===== src/rtl/dmem_arbiter.sv =====
// Two-requester data-memory arbiter: grant -> mem_cs next cycle, done one cycle after mem_ready, abort after TIMEOUT_CYCLES.
// Requesters wait on reqN_done. Define DMEM_ARB_RR_EN for round-robin contention; otherwise req0 has fixed priority.
module dmem_arbiter #(
    parameter int TIMEOUT_CYCLES = 15
) (
    input  logic        clk,
    input  logic        rst,
    input  logic        req0_valid,
    input  logic        req0_we,
    input  logic [31:0] req0_addr,
    input  logic [31:0] req0_wdata,
    input  logic [3:0]  req0_mask,
    output logic        req0_done,
    output logic        req0_err,
    input  logic        req1_valid,
    input  logic        req1_we,
    input  logic [31:0] req1_addr,
    input  logic [31:0] req1_wdata,
    input  logic [3:0]  req1_mask,
    output logic        req1_done,
    output logic        req1_err,
    output logic [31:0] resp_rdata,
    output logic        mem_cs,
    output logic        mem_we,
    output logic [31:0] mem_addr,
    output logic [31:0] mem_wdata,
    output logic [3:0]  mem_mask,
    input  logic [31:0] mem_rdata,
    input  logic        mem_ready,
    output logic        busy
);

    typedef enum logic [1:0] {IDLE = 2'd0, SERVE0 = 2'd1, SERVE1 = 2'd2} state_t;

    // cnt_q holds the number of SERVE cycles already elapsed, so the abort fires in the last allowed one.
    localparam logic [7:0] TO_LAST = 8'(TIMEOUT_CYCLES - 1);

    state_t      state_q, state_d;
    logic [7:0]  cnt_q, cnt_d;
    logic        we_q, we_d;
    logic [31:0] addr_q, addr_d;
    logic [31:0] wdata_q, wdata_d;
    logic [3:0]  mask_q, mask_d;
    logic        done0_q, done0_d, done1_q, done1_d;
    logic        err0_q, err0_d, err1_q, err1_d;
    logic [31:0] rdata_q, rdata_d;

    logic serving, any_req, grant1, timeout, complete;

    assign serving  = (state_q != IDLE);
    assign any_req  = req0_valid | req1_valid;
    assign timeout  = serving & (cnt_q == TO_LAST) & ~mem_ready;
    assign complete = serving & (mem_ready | timeout);

`ifdef DMEM_ARB_RR_EN
    logic last_q, last_d;

    // last_q = 1 means req1 was granted last, so req0 wins the next contention.
    always_comb begin
        grant1 = req1_valid & (~req0_valid | ~last_q);
        last_d = last_q;
        if (state_q == IDLE && any_req) begin
            last_d = grant1;
        end
    end

    always_ff @(posedge clk or negedge rst) begin
        if (!rst) begin
            last_q <= 1'b1;
        end else begin
            last_q <= last_d;
        end
    end
`else
    always_comb begin
        grant1 = req1_valid & ~req0_valid;
    end
`endif

    always_ff @(posedge clk or negedge rst) begin
        if (!rst) begin
            state_q <= IDLE;
        end else begin
            state_q <= state_d;
        end
    end

    always_comb begin
        state_d = state_q;
        case (state_q)
            IDLE:           if (any_req) state_d = grant1 ? SERVE1 : SERVE0;
            SERVE0, SERVE1: if (complete) state_d = IDLE;
            default:        state_d = IDLE;
        endcase
    end

    always_comb begin
        cnt_d   = serving ? cnt_q + 8'd1 : 8'd0;
        we_d    = we_q;
        addr_d  = addr_q;
        wdata_d = wdata_q;
        mask_d  = mask_q;
        if (state_q == IDLE && any_req) begin
            we_d    = grant1 ? req1_we    : req0_we;
            addr_d  = grant1 ? req1_addr  : req0_addr;
            wdata_d = grant1 ? req1_wdata : req0_wdata;
            mask_d  = grant1 ? req1_mask  : req0_mask;
        end
        done0_d = complete & (state_q == SERVE0);
        done1_d = complete & (state_q == SERVE1);
        err0_d  = timeout & (state_q == SERVE0);
        err1_d  = timeout & (state_q == SERVE1);
        rdata_d = rdata_q;
        if (serving && mem_ready) begin
            rdata_d = mem_rdata;
        end else if (timeout) begin
            rdata_d = 32'd0;
        end
    end

    always_ff @(posedge clk or negedge rst) begin
        if (!rst) begin
            cnt_q   <= 8'd0;
            we_q    <= 1'b0;
            addr_q  <= 32'd0;
            wdata_q <= 32'd0;
            mask_q  <= 4'd0;
            done0_q <= 1'b0;
            done1_q <= 1'b0;
            err0_q  <= 1'b0;
            err1_q  <= 1'b0;
            rdata_q <= 32'd0;
        end else begin
            cnt_q   <= cnt_d;
            we_q    <= we_d;
            addr_q  <= addr_d;
            wdata_q <= wdata_d;
            mask_q  <= mask_d;
            done0_q <= done0_d;
            done1_q <= done1_d;
            err0_q  <= err0_d;
            err1_q  <= err1_d;
            rdata_q <= rdata_d;
        end
    end

    // Memory port is driven only from the latched request and is quiet outside SERVE.
    always_comb begin
        busy       = serving;
        mem_cs     = serving;
        mem_we     = serving & we_q;
        mem_addr   = serving ? addr_q  : 32'd0;
        mem_wdata  = serving ? wdata_q : 32'd0;
        mem_mask   = serving ? mask_q  : 4'd0;
        req0_done  = done0_q;
        req1_done  = done1_q;
        req0_err   = err0_q;
        req1_err   = err1_q;
        resp_rdata = rdata_q;
    end

endmodule


===== config.mk =====
export PLATFORM = sky130hd
export DESIGN_NAME = dmem_arbiter
export DESIGN_NICKNAME = d
export VERILOG_FILES = /design/src/rtl/dmem_arbiter.sv
export SDC_FILE = /design/constraint.sdc
export NUM_CORES = 1
export LEC_CHECK = 0
export BUFFER_PORTS_ARGS = -buffer_cell sky130_fd_sc_hd__buf_2
export CELL_PAD_IN_SITES_DETAIL_PLACEMENT = 0
export CELL_PAD_IN_SITES_GLOBAL_PLACEMENT = 2
export CORE_MARGIN = 2
export CORE_UTILIZATION = 28
export CTS_CLUSTER_SIZE = 40
export DETAILED_ROUTE_END_ITERATION = 8
export PLACE_DENSITY = 0.85
export SLEW_MARGIN = 0
export SYNTH_ARGS = -nofsm -noshare
export SYNTH_HDL_FRONTEND = slang
export SYNTH_SLANG_ARGS = --single-unit

===== constraint.sdc =====
create_clock -name clk -period 2.71 [get_ports clk]
set_input_delay 0.1355 -clock clk [delete_from_list [all_inputs] [get_ports clk]]
set_output_delay 0.1355 -clock clk [all_outputs]
set_load 0.05 [all_outputs]

[Word level (Yosys, flattened, before mapping)]
Cells that the tools add are included.
Word-level totals
  flip-flop bits (word level): 115
  input port bits: 175
  output and inout bits: 107
  logic and storage cells: 51
Cells by class
  add/sub/neg operators: 1
  eq/ne operators: 5
  muxes and demuxes: 14
  bitwise gates (word level): 13
  reduce and logical (&&, ||, !) cells: 7
Operators by type and width (count)
  2-to-1 mux 32 bit: 6
  AND 1 bit: 9
  adder 8 x 1 -> 8 bit (second input constant): 1
  == test 8 x 4 -> 1 bit (second input constant): 1
  2-to-1 mux 4 bit: 2
  2-to-1 mux 8 bit: 1
  2-to-1 mux 2 bit: 3
  inequality test 2 bit (second input constant): 2
  case mux 2 bit (2 select lines): 1
  nonzero test 2 bit: 2
  == test 2 x 1 -> 1 bit (second input constant): 1
  == test 2 bit (second input constant): 1
  logical AND 1 bit: 2
  zero test 2 bit: 1
  NOT 1 bit: 2
  bitwise OR 1 bit: 2
  AND reduction 2 bit: 1
  OR reduction 2 bit: 1
  2-to-1 mux 1 bit: 1

[Logic depth before layout (Yosys ltp)]
Gate-level depths: netlist of run 1.
  word-level depth: 7
  mapped depth: 9
  mapped depth without buffers: 5

[Worst setup path after synthesis of run 1]
No wires, ideal clock.
  path kind: reg2out
  start: reg state_q[0]
  end: out mem_wdata[21]
  arrival: 1.862 ns
  required time: 2.575 ns
  slack: 0.713 ns
  stages on the path, launching flop included: 7
  path buffers: 3
  cell sequence: dfrtp_1 inv_1 ha_1 buf_6 clkbuf_1 clkbuf_1 nor2b_1
Between the ends
  longest elaborated chain between the ends: 2
RTL lines
  start: declaration: RTL line 38  | state_t state_q, state_d;
  start signal: assignment: RTL line 84  | state_q <= state_d;
  nonzero test 2 bit: RTL line 50  | assign serving = (state_q != IDLE);
  2-to-1 mux 32 bit: RTL line 153  | mem_wdata = serving ? wdata_q : 32'd0;
  end: declaration: RTL line 26  | output logic [31:0] mem_wdata,
No other way between the ends.

[Worst setup path in the final report of run 1]
  start: reg state_q[0]
  end: out mem_addr[23]
Between the ends
  longest elaborated chain between the ends: 2
RTL lines
  nonzero test 2 bit: RTL line 50
  2-to-1 mux 32 bit: RTL line 152  | mem_addr = serving ? addr_q : 32'd0;
  end: declaration: RTL line 25  | output logic [31:0] mem_addr,
No other way between the ends.

==> results by group, run 1 <==
Global routing
  • Vias in the first global route: 5162
  • First-pass GRT wire length: 26.7 mm
  • Initial antenna violation count: 1
  • Largest net degree at the start of global routing: 139
  • Grt ovf: 0
  • Gr usage total: 0.156

Critical path
  • CP Capture Type: output port
  • Worst setup path end: mem_addr[23]
  • Crit Path Class: reg2out
  • CP startpoint kind: register
  • Arr. time, crit path: 2100 ps
  • Crit Reg-Reg Startpoint: state_q[0]
  • Worst reg2reg path depth: 6
  • Flop2flop setup slack: 680 ps
  • Critical path peak fanout: 33
  • Worst Setup SP: state_q[0]
  • Worst reg2reg endpoint: resp_rdata[12]
  • Worst path required time: 2570 ps

Route
  • Initial DRT Pass Iterations: 4
  • Final WL: 16.3 mm
  • Post-route antenna net violation count: 0
  • DRC viols: 0
  • Vias per cell: 4.24
  • DR iter-0 viols: 171
  • Via total after detailed routing: 4974
  • WL/cell: 13.9 um

Synthesis
  • Ranking of synthesized cells by area: dfrtp_1 51%, mux2i_1 12%, nand2_1 9.0%, nor2b_1 8.0%, o21ai_0 7.4%
  • Cell Area, Synth: 5610 um^2
  • Synth Warn #: 0
  • Number of flops mapped to enable cells by yosys: 0
  • Post-synth net total: 764
  • Area leader, netlist: dfrtp_1
  • Top-area cell type share of the netlist area: 0.513
  • Mapped Avg Cell Area: 9.60 um^2
  • Cell count after synthesis: 584
  • Distinct cells, synth: 31
  • Number of synthesized register bits: 115
  • Post-synthesis sequential area ratio: 0.513
  • Ys async rst share: 1.00
  • Top FF cell, synth: dfrtp_1

Timing
  • Fin crit period: 2240 ps
  • Skew final: 6.42 ps
  • Worst slew margin: 0.521
  • Tcrit/Tclk final: 0.825
  • Slew Limit Fails: 0
  • Setup-failing EPs final: 0
  • Least-Margin Pin Slew: 717 ps
  • Post-route worst setup slack: 473 ps
  • Fmax: 447 MHz
  • Setup TNS: 0 ps
  • Hold Fails Final Rpt: 0
  • RSZ-0062 raised after global routing: false

Floorplanning
  • # rows: 51
  • Die W: 146 um
  • Die area: 21200 um^2
  • Initial Utilization: 0.287
  • Core region area: 19500 um^2
  • IO Pins: 282
  • Die H: 146 um

Power
  • Total Power: 10500 uW
  • P_leak: 0.00415 uW
  • Max rail drop VDD: 618 uV
  • PwrDens: 1270 nW/um^2

Clock tree
  • CTS Root Cell: clkbuf_16
  • Clock transition at path regs: 50 ps
  • Post-CTS sizing: 0
  • # clock sinks: 115
  • CTS Hold Buffers Added: 41
  • Htree depth: 4
  • Post-CTS Setup Repair Bufs: 0
  • Num CTS Buffers: 17
  • CTS tree: yes
  • Maximum clock insertion buffer count: 2
  • Worst-Skew Late Latency: 400 ps

Layout
  • Layout Nets: 1076
  • Layout cells sized above 1: 0.367
  • Area growth syn-to-layout: 48.2%
  • Ant. Diodes: 0
  • Fillers: 2015

Place
  • Post-detail-place hpwl: 11.5 mm
  • DP Worst Slack: 663 ps
  • Routability-driven placement congestion ratio: 0.743
  • PortBufs: 281

Run
  • MaxCap Viol Count: 0

Outcome
  • Outcome: finished clean

Hold path
  • HP Class: in2reg
## synthesized netlist by cell type, drive strengths merged (3+ instances only)
library cell,n
and3,3
nand3,5
ha,5
nand2,134
a21oi,4
buf,18
inv,7
nor2b,72
nor2,5
o21ai,104
dfrtp,115
mux2i,70
clkbuf,27
## placed cells by master, fill, tap and decap left out, types with 2 or more instances in the layout
cell / n
a21oi_1: 4
and3_1: 3
buf_12: 4
buf_2: 280
buf_4: 13
bufinv_16: 3
clkbuf_1: 2
clkbuf_16: 17
clkbuf_8: 2
clkinv_2: 4
clkinvlp_4: 3
dfrtp_1: 115
dlygate4sd3_1: 41
ha_1: 4
inv_1: 7
mux2i_1: 70
nand2_1: 134
nand3_1: 5
nor2_1: 5
nor2b_1: 70
o21a_1: 2
o21ai_0: 83
o21ai_1: 20
or3_1: 2
xor2_1: 2
## worst max-delay path, cell delays in order (launching register included)
cell     delay, ps
dfrtp_1        420
inv_1          140
ha_4           420
buf_4          390
nor2b_1        100
buf_2          220
## worst min-delay path by stage
stage	endpoint	startpoint	slack, ps	depth (start not counted)
finish	wdata_q[20]	req0_wdata[20]	20	3
global route	wdata_q[20]	req0_wdata[20]	10	3
CTS	wdata_q[20]	req0_wdata[20]	4	3
detailed placement	mask_q[3]	rst	190	2
global placement	mask_q[3]	rst	190	2
floorplan	addr_q[0]	rst	-160	0
## cell type report
class                      instances  area [um^2]  area share
clock buffer                      21          460      0.0554
multi-input combinational        417         2490       0.300
inverter                           7         26.3     0.00316
timing repair buffer             338         1990       0.239
sequential                       115         2880       0.346
clock inverter                    10          133      0.0160
tap                              265          332      0.0399
## metrics by stage
stage | std cells | utilization | instance area (um^2) | hold WS (ps)
floorplan | 584 | - | 5610 | -160
global placement | 1101 | 0.374 | 7300 | 190
detailed placement | 1101 | 0.374 | 7300 | 185
CTS | 1173 | 0.425 | 8310 | 3.51
global route | 1173 | 0.425 | 8310 | 10.4
finish | 1173 | 0.425 | 8310 | 17.1
## power by group
part | internal, uW | switching [uW] | leakage, uW
clock network | 1480 | 771 | 0.000285
registers | 2490 | 376 | 0.00143
logic | 1380 | 4040 | 0.00243
## per-layer routing
metal	vias up	routed length (um)	GRT usage
li1	2554	-	-
met1	2223	7400	0.200
met2	180	7760	0.259
met3	15	913	0.0455
met4	2	192	0.0431
met5	-	13	0
## logic make-up after synthesis
family,Yosys count,synth area share
buffers and inverters,52,0.0480
muxes,70,0.125
xor gates and xnor gates,3,0.00469
AOI/OAI and AO/OA,113,0.105
DFF,115,0.513
adders and majority gates,5,0.0112
and+or+nand+nor,226,0.193
## flip-flops by register name, indices dropped and copies added, names as in the netlist
signal,count
mask_q,4
resp_rdata,32
state_q,2
cnt_q,8
req1_done,1
we_q,1
req0_done,1
req0_err,1
wdata_q,32
req1_err,1
addr_q,32
No activity file was read; power rests on OpenSTA's default activity.
==> run 2: changes to the inputs <==
--- a/config.mk
+++ b/config.mk
@@ -9,10 +9,10 @@
 export CELL_PAD_IN_SITES_DETAIL_PLACEMENT = 0
 export CELL_PAD_IN_SITES_GLOBAL_PLACEMENT = 2
 export CORE_MARGIN = 2
-export CORE_UTILIZATION = 28
+export CORE_UTILIZATION = 26
 export CTS_CLUSTER_SIZE = 40
 export DETAILED_ROUTE_END_ITERATION = 8
-export PLACE_DENSITY = 0.85
+export PLACE_DENSITY = 0.8
 export SLEW_MARGIN = 0
 export SYNTH_ARGS = -nofsm -noshare
 export SYNTH_HDL_FRONTEND = slang
==> constraint.sdc (replaced) <==
create_clock -name clk -period 2.2 [get_ports clk]
set_input_delay 0.11 -clock clk [delete_from_list [all_inputs] [get_ports clk]]
set_output_delay 0.11 -clock clk [all_outputs]
set_load 0.05 [all_outputs]
==> run 2 against run 1 <==
Compared with the run above:
- non-clock buffer count grew 77
- critical path depth is the same
- cell count grew 7.5%
- combinational power grew 26%
- count of clock-buffer cells in the layout is the same
- global-route usage shrank 0.56 points
- via count grew 6.1%
- routed wire length grew 5.5%
- first-iteration DRC count grew 2.9%
- sequential cell count is the same
- clock power grew 33%
- largest cell class unchanged
- largest power group unchanged
==> results by group, run 2 (same netlist as run 1, synthesis figures left out) <==
Outcome
  • Outcome: finished clean

Clock tree
  • Worst-Skew Late Latency: 420 ps
  • # clock sinks: 115
  • Maximum clock insertion buffer count: 2
  • Post-CTS Setup Repair Bufs: 0
  • CTS Root Cell: clkbuf_16
  • Clock transition at path regs: 60 ps
  • CTS Hold Buffers Added: 123
  • Post-CTS sizing: 0
  • CTS tree: yes
  • Num CTS Buffers: 17
  • Htree depth: 4

Critical path
  • Crit Path Class: reg2out
  • CP Capture Type: output port
  • Critical path peak fanout: 27
  • Crit Reg-Reg Startpoint: state_q[0]
  • Arr. time, crit path: 1860 ps
  • Worst path required time: 2090 ps
  • Flop2flop setup slack: 440 ps
  • CP startpoint kind: register
  • Worst reg2reg endpoint: resp_rdata[27]
  • Worst reg2reg path depth: 6

Timing
  • Tcrit/Tclk final: 0.895
  • RSZ-0062 raised after global routing: false
  • Hold slack final: 8.11 ps
  • Least-Margin Pin Slew: 504 ps
  • Skew final: 14.1 ps
  • Fmax: 508 MHz
  • Slew Limit Fails: 0
  • Setup TNS: 0 ps
  • Hold Fails Final Rpt: 0
  • Setup-failing EPs final: 0
  • Fin crit period: 1970 ps
  • Worst slew margin: 0.664

Route
  • Wire length on met1: 7.69 mm
  • DR WL met3: 1.34 mm
  • Initial DRT Pass Iterations: 4
  • Via total after detailed routing: 5278
  • Top Metal Used: met4
  • Metal2 WL: 7.92 mm
  • DRC viols: 0
  • Vias per cell: 4.19
  • DR iter-0 viols: 176
  • Final WL: 17.2 mm
  • Post-route antenna net violation count: 0
  • WL/cell: 13.6 um

Global routing
  • Initial antenna violation count: 0
  • Grt ovf: 0
  • Gr usage total: 0.151
  • Largest net degree at the start of global routing: 137
  • First-pass GRT wire length: 26.5 mm
  • Vias in the first global route: 5181

Power
  • P_leak: 0.00449 uW
  • Total Power: 13400 uW
  • Max rail drop VDD: 635 uV
  • PwrDens: 1460 nW/um^2

Hold path
  • Worst Hold Path EP: mask_q[2]
  • Hold path start: req1_mask[2]
  • WHS Path Cells: 3
  • HP Class: in2reg

Layout
  • Fillers: 2087
  • Layout cells sized above 1: 0.334
  • Commonest non-fill, non-tap cell in the layout: buf_2
  • Final instance area: 9160 um^2
  • Commonest non-fill, non-tap cells in the layout: 280 x buf_2, 134 x nand2_1, 123 x dlygate4sd3_1, 115 x dfrtp_1, 83 x o21ai_0
  • Ant. Diodes: 0
  • Area growth syn-to-layout: 63.4%
  • Layout Nets: 1153

Run
  • MaxCap Viol Count: 0

Place
  • Post-DP Area: 7290 um^2
  • Routability-driven placement congestion ratio: 0.733
  • PortBufs: 281
  • Post-detail-place hpwl: 11.9 mm

Floorplanning
  • # rows: 53
  • IO Pins: 282
  • Core region area: 21100 um^2
  • Die area: 22800 um^2
  • Die H: 151 um
  • Die W: 151 um
  • Initial Utilization: 0.266
## run 2: where the power goes
group          switching (uW)  total, uW  internal [uW]
registers                 452       3510           3060
logic                    5020       6850           1830
clock network            1030       2990           1960
total                    6500      13400           6850
## run 2: stage by stage
step                      worst slack, ps  std cells   util
after global routing                 88.9       1261  0.434
after detailed placement              435       1106  0.346
final                                 232       1261  0.434
after floorplan                       228        584      -
after global placement                504       1106  0.346
after CTS                             170       1261  0.434
## run 2: how the worst max path moves through the flow
stage	startpoint	to	slack, ps
after floorplan	state_q[0]	mem_wdata[21]	230
after global placement	state_q[0]	resp_rdata[1]	500
after detailed placement	state_q[0]	resp_rdata[1]	430
after CTS	state_q[0]	busy	170
after global routing	state_q[0]	mem_addr[20]	90
final	state_q[0]	mem_addr[14]	230
## run 2: routing by layer
metal,vias up,track usage
li1,2711,-
met1,2355,0.192
met2,200,0.245
met3,12,0.0458
met4,0,0.0505
met5,-,0
## run 2: critical path: stages, from the launching register on
cell	delay, ps
dfrtp_1	410
inv_1	130
ha_4	240
buf_4	330
nor2b_1	90
buf_2	220
## run 2: layout make-up
type / count / area, um^2 / share of cell area
Inverter: 7 / 26.3 / 0.00287
Clock buffer: 21 / 460 / 0.0503
Timing Repair Buffer: 415 / 2790 / 0.304
Multi-Input combinational cell: 417 / 2490 / 0.272
Tap cell: 275 / 344 / 0.0376
Clock inverter: 11 / 175 / 0.0191
Sequential cell: 115 / 2880 / 0.314
